===== config.mk =====
export PLATFORM = sky130hd
export DESIGN_NAME = uc_atualiza_quadro
export DESIGN_NICKNAME = d
export VERILOG_FILES = /design/src/rtl/uc_atualiza_quadro.sv
export SDC_FILE = /design/constraint.sdc
export NUM_CORES = 1
export LEC_CHECK = 0
export BUFFER_PORTS_ARGS = -buffer_cell sky130_fd_sc_hd__buf_2
export CORE_MARGIN = 2
export CORE_UTILIZATION = 45
export CTS_BUF_LIST = sky130_fd_sc_hd__clkbuf_8 sky130_fd_sc_hd__clkbuf_16
export DETAILED_ROUTE_END_ITERATION = 8
export PLACE_DENSITY = 0.71
export SYNTH_ARGS = -nofsm -noshare
export SYNTH_HDL_FRONTEND = slang
export SYNTH_SLANG_ARGS = --single-unit

===== constraint.sdc =====
create_clock -name clock -period 2.7 [get_ports clock]
set_clock_uncertainty 0.05 [all_clocks]
set_input_delay 0.135 -clock clock [delete_from_list [all_inputs] [get_ports clock]]
set_output_delay 0.135 -clock clock [all_outputs]
set_load 0.02 [all_outputs]

===== src/rtl/uc_atualiza_quadro.sv =====
// uc_atualiza_quadro: frame-update control unit; pauses rendering and walks all object slots on each frame tick
module uc_atualiza_quadro #(
  parameter int N_SLOTS = 8,
  parameter int ADDR_W  = 3
) (
  input  logic              clock,
  input  logic              reset,
  input  logic              iniciar,
  input  logic              fim_quadro,
  input  logic              slot_valido,
  input  logic              atualiza_pronto,
  output logic              pausar_renderizacao,
  output logic [ADDR_W-1:0] endereco_slot,
  output logic              le_slot,
  output logic              atualiza_slot,
  output logic              escreve_slot,
  output logic              quadro_concluido,
  output logic [7:0]        quadros_perdidos,
  output logic [3:0]        db_estado
);
  typedef enum logic [3:0] {
    inicial         = 4'h0,
    espera_quadro   = 4'h1,
    pausa           = 4'h2,
    le              = 4'h3,
    decide          = 4'h4,
    atualiza        = 4'h5,
    espera_atualiza = 4'h6,
    escreve         = 4'h7,
    proximo         = 4'h8,
    conclui         = 4'h9,
    erro            = 4'hF
  } estado_t;
  localparam logic [ADDR_W-1:0] last_slot = ADDR_W'(N_SLOTS - 1);
  estado_t state, state_next;
  logic    at_last, perdido;
  assign at_last = endereco_slot == last_slot;
  // a tick is only a missed frame when the unit is enabled but not idle-waiting for it
  assign perdido = fim_quadro && state != espera_quadro && !(state == inicial && !iniciar);
  always_ff @(posedge clock or negedge reset)
    if (!reset) begin
      state            <= inicial;
      endereco_slot    <= '0;
      quadros_perdidos <= '0;
    end else begin
      state <= state_next;
      if (state == pausa)
        endereco_slot <= '0;
      else if (state == proximo && !at_last)
        endereco_slot <= endereco_slot + 1'b1;
      if (perdido && quadros_perdidos != 8'hff)
        quadros_perdidos <= quadros_perdidos + 1'b1;
    end
  always_comb begin
    state_next = state;
    case (state)
      inicial:         state_next = iniciar ? espera_quadro : inicial;
      espera_quadro:   state_next = !iniciar ? inicial : fim_quadro ? pausa : espera_quadro;
      pausa:           state_next = le;
      le:              state_next = decide;
      decide:          state_next = slot_valido ? atualiza : proximo;
      atualiza:        state_next = espera_atualiza;
      espera_atualiza: state_next = atualiza_pronto ? escreve : espera_atualiza;
      escreve:         state_next = proximo;
      proximo:         state_next = at_last ? conclui : le;
      conclui:         state_next = espera_quadro;
      erro:            state_next = inicial;
      default:         state_next = erro;
    endcase
  end
  assign pausar_renderizacao = state >= pausa && state <= proximo;
  assign le_slot             = state == le;
  assign atualiza_slot       = state == atualiza;
  assign escreve_slot        = state == escreve;
  assign quadro_concluido    = state == conclui;
  assign db_estado           = state;
endmodule


==> results_dict.tcl <==
set metrics [dict create \
    status "finished clean" \
    cts_buffer_depth 2 \
    first_global_vias 677 \
    fin_tns_setup_ns 0 \
    hpwl_mm 1.352 \
    ys.warnings.count 0 \
    vdd_ir_drop_max_mv 0.6819 \
    worst_path_max_delay_cell "dfrtp_1" \
    areaGrowthSynthToFinish_pct 22.02 \
    wl_mm 1.863 \
    hold_class "in -> reg" \
    rsz0062_at_grt "no" \
    critical_path.max_stage_delay_ns 0.40 \
    gp_congestion 0.7205 \
    place_area_um2 1020 \
    path_class "reg -> reg" \
    cts_repair_resize_count 0 \
    die_w_um 48.24 \
    overflow 0 \
    power-per-cell-area_nw_per_um2 1230 \
    via_per_inst 5.549 \
    drive_gt1_share_pct 29.06 \
    vias 799 \
    cts-root-buf "clkbuf_8" \
    yosysUniqueCellTypes 34 \
    relSlewSlack_pct 65.20 \
    grt_pass1_wl_mm 2.835 \
    groute.usage.overall_pct 18.26 \
    drtPass1Iterations 4 \
    start_kind "flip-flop" \
    cts_buffers 3 \
    max_cap_violations 0 \
    cp.arrival_ns 1.94 \
    grt_max_degree 18 \
    netlist_instances 92 \
    syn_avg_cell_area_um2 9.574 \
    ant_nets 0 \
    num_io_pins 26 \
    power_mw 1.322 \
    clk_pin_slew_ns 0.06 \
    max_freq_mhz 535.4 \
    endpoint_kind "flip-flop" \
    tightest_slew_ns 0.5220 \
    drc 0 \
    dieArea_um2 2327 \
    initial_core_util_pct 46.32 \
    antennaDiodeCount 0 \
    design_area_um2 1075 \
    hold_viol 0 \
    fin_crit_ns 1.868 \
    rows 16 \
    maxSlewViolCount 0 \
    ys_seq_area_share_pct 42.61 \
    syn_nets 101 \
    fin_util_pct 56.51 \
    static-leakage-power_nw 0.5252 \
    post_drt_wl_per_cell_um 12.94 \
    crit_fanout 3 \
    drtIter0Drc 4 \
    post-place-ws_ns 0.8446 \
    crit_top_cell "ha_1" \
    post-cts-setup-buffer-count 0 \
    die_height_um 48.24 \
    period_share_pct 69.17 \
    cts.sinks 15 \
    setup_ws_ns 0.8324 \
    ys_seq_elements 15 \
    syn_area_um2 880.8 \
    finalSetupViolCount 0 \
    tritoncts "built" \
    core_area_um2 1902 \
    finalNetCount 127 \
    cts_max_level 1 \
    worstSkewPairLatency_ns 0.25 \
    postCtsHoldBufs 1 \
    antenna_found_initial 0 \
    cp.required_ns 2.78 \
    cp_cell_sequence "ha_1, ha_1, nor2_1, mux2i_1, or3_1, a22o_1" \
    fillers 192 \
    portBuffers 25 \
]
==> area by class of cell <==
cell class / instances / area, um2 / area share (%)
Inverter: 4 / 15.01 / 1.397
Multi-Input combinational cell: 68 / 470.5 / 43.77
Timing Repair Buffer: 26 / 135.1 / 12.57
Sequential cell: 15 / 375.4 / 34.92
Clock buffer: 3 / 41.29 / 3.842
Clock inverter: 1 / 3.754 / 0.3492
Tap cell: 27 / 33.78 / 3.143
==> routing by layer <==
metal,share of wire (%),GRT usage (%),vias up
li1,-,-,388
met1,41,18.89,387
met2,53,33.16,20
met3,5.3,5.926,4
met4,1.3,8.108,0
met5,0,0,-
==> final timing paths <==
path                                     start                   to  slack (ns)  depth (start not counted)
max reg2reg                   endereco_slot[0]     endereco_slot[1]        0.83                          6
max                           endereco_slot[0]     endereco_slot[1]        0.83                          6
min                                 fim_quadro         db_estado[0]        0.20                          4
min in group asynchronous                reset         db_estado[3]        0.28                          2
min reg2reg                quadros_perdidos[3]  quadros_perdidos[3]        0.49                          1
max in group asynchronous                reset         db_estado[0]        2.07                          2
==> sequential cells by signal (all words and copies together) (netlist names) <==
signal,flops
endereco_slot,3
quadros_perdidos,8
db_estado,4
==> cells in the mapped netlist <==
library cell	n	area [um2]
nor3b_1	2	15.01
mux2i_1	1	10.01
a21oi_1	7	35.03
nand2_1	6	22.52
nand2b_1	2	12.51
or3_1	1	6.260
nand3b_1	1	7.510
nor2_1	8	30.03
nor3_1	1	5.000
nor2b_1	3	18.77
mux2_2	3	33.78
nand4_1	3	18.77
clkbuf_1	4	15.01
a221oi_1	1	8.760
mux2_4	1	15.01
ha_1	3	37.54
o211ai_1	1	7.510
a22o_1	3	26.28
o21a_4	1	15.01
xor2_1	1	8.760
inv_1	4	15.01
dfrtp_1	15	375.4
nor4_1	1	6.260
xnor2_1	1	8.760
nand3_1	3	15.01
a21boi_0	1	7.510
nor4bb_1	1	10.01
a31oi_1	4	25.02
and3_1	1	6.260
buf_2	1	5.000
a2bb2oi_1	1	8.760
o41a_4	1	21.27
o22ai_1	2	12.51
o21ai_0	3	15.01
==> power by group <==
group / switching [mW] / total, mW / leakage [nW] / internal (mW)
Sequential: 0.198 / 0.514 / 0.186 / 0.316
Combinational: 0.346 / 0.631 / 0.312 / 0.285
Clock: 0.0766 / 0.177 / 0.0269 / 0.101
Total: 0.620 / 1.32 / 0.525 / 0.702
==> per-stage QoR <==
step                      hold slack (ns)  std cells
after floorplan                   -0.2106         92
after global placement           0.005068        139
after detailed placement         0.009567        139
after CTS                          0.2032        144
after global routing               0.2475        144
final                              0.2014        144
==> worst max-delay path: cells and delay by family (launching register included) <==
family | cells | cell delay, ns
flip-flops | 1 | 0.40
multiplexers | 1 | 0.09
AND/OR/NAND/NOR | 2 | 0.50
adder cells (fa/ha/maj) | 2 | 0.43
AO/OA/AOI/OAI | 1 | 0.28
==> placed cells by master, fill, tap and decap left out, types with 2 or more instances in the layout <==
cell type	synthesis	final
a21oi_1	7	7
a22o_1	3	3
a31oi_1	4	4
buf_2	1	25
clkbuf_8	0	3
dfrtp_1	15	15
ha_1	3	3
inv_1	4	5
mux2_2	3	3
nand2_1	6	6
nand2b_1	2	2
nand3_1	3	3
nand4_1	3	3
nor2_1	8	8
nor2b_1	3	3
nor3b_1	2	2
o21ai_0	3	3
o22ai_1	2	2
==> cells by family after synthesis <==
| group | after synthesis | share of synthesized area (%) |
|---|---|---|
| muxes | 5 | 6.675 |
| and+or+nand+nor | 33 | 19.74 |
| AOI/OAI and AO/OA | 25 | 20.74 |
| xor gates and xnor gates | 2 | 1.989 |
| DFF | 15 | 42.61 |
| buffers and inverters | 9 | 3.976 |
| adders and majority gates | 3 | 4.262 |
Power figures use the tool's default switching activity.
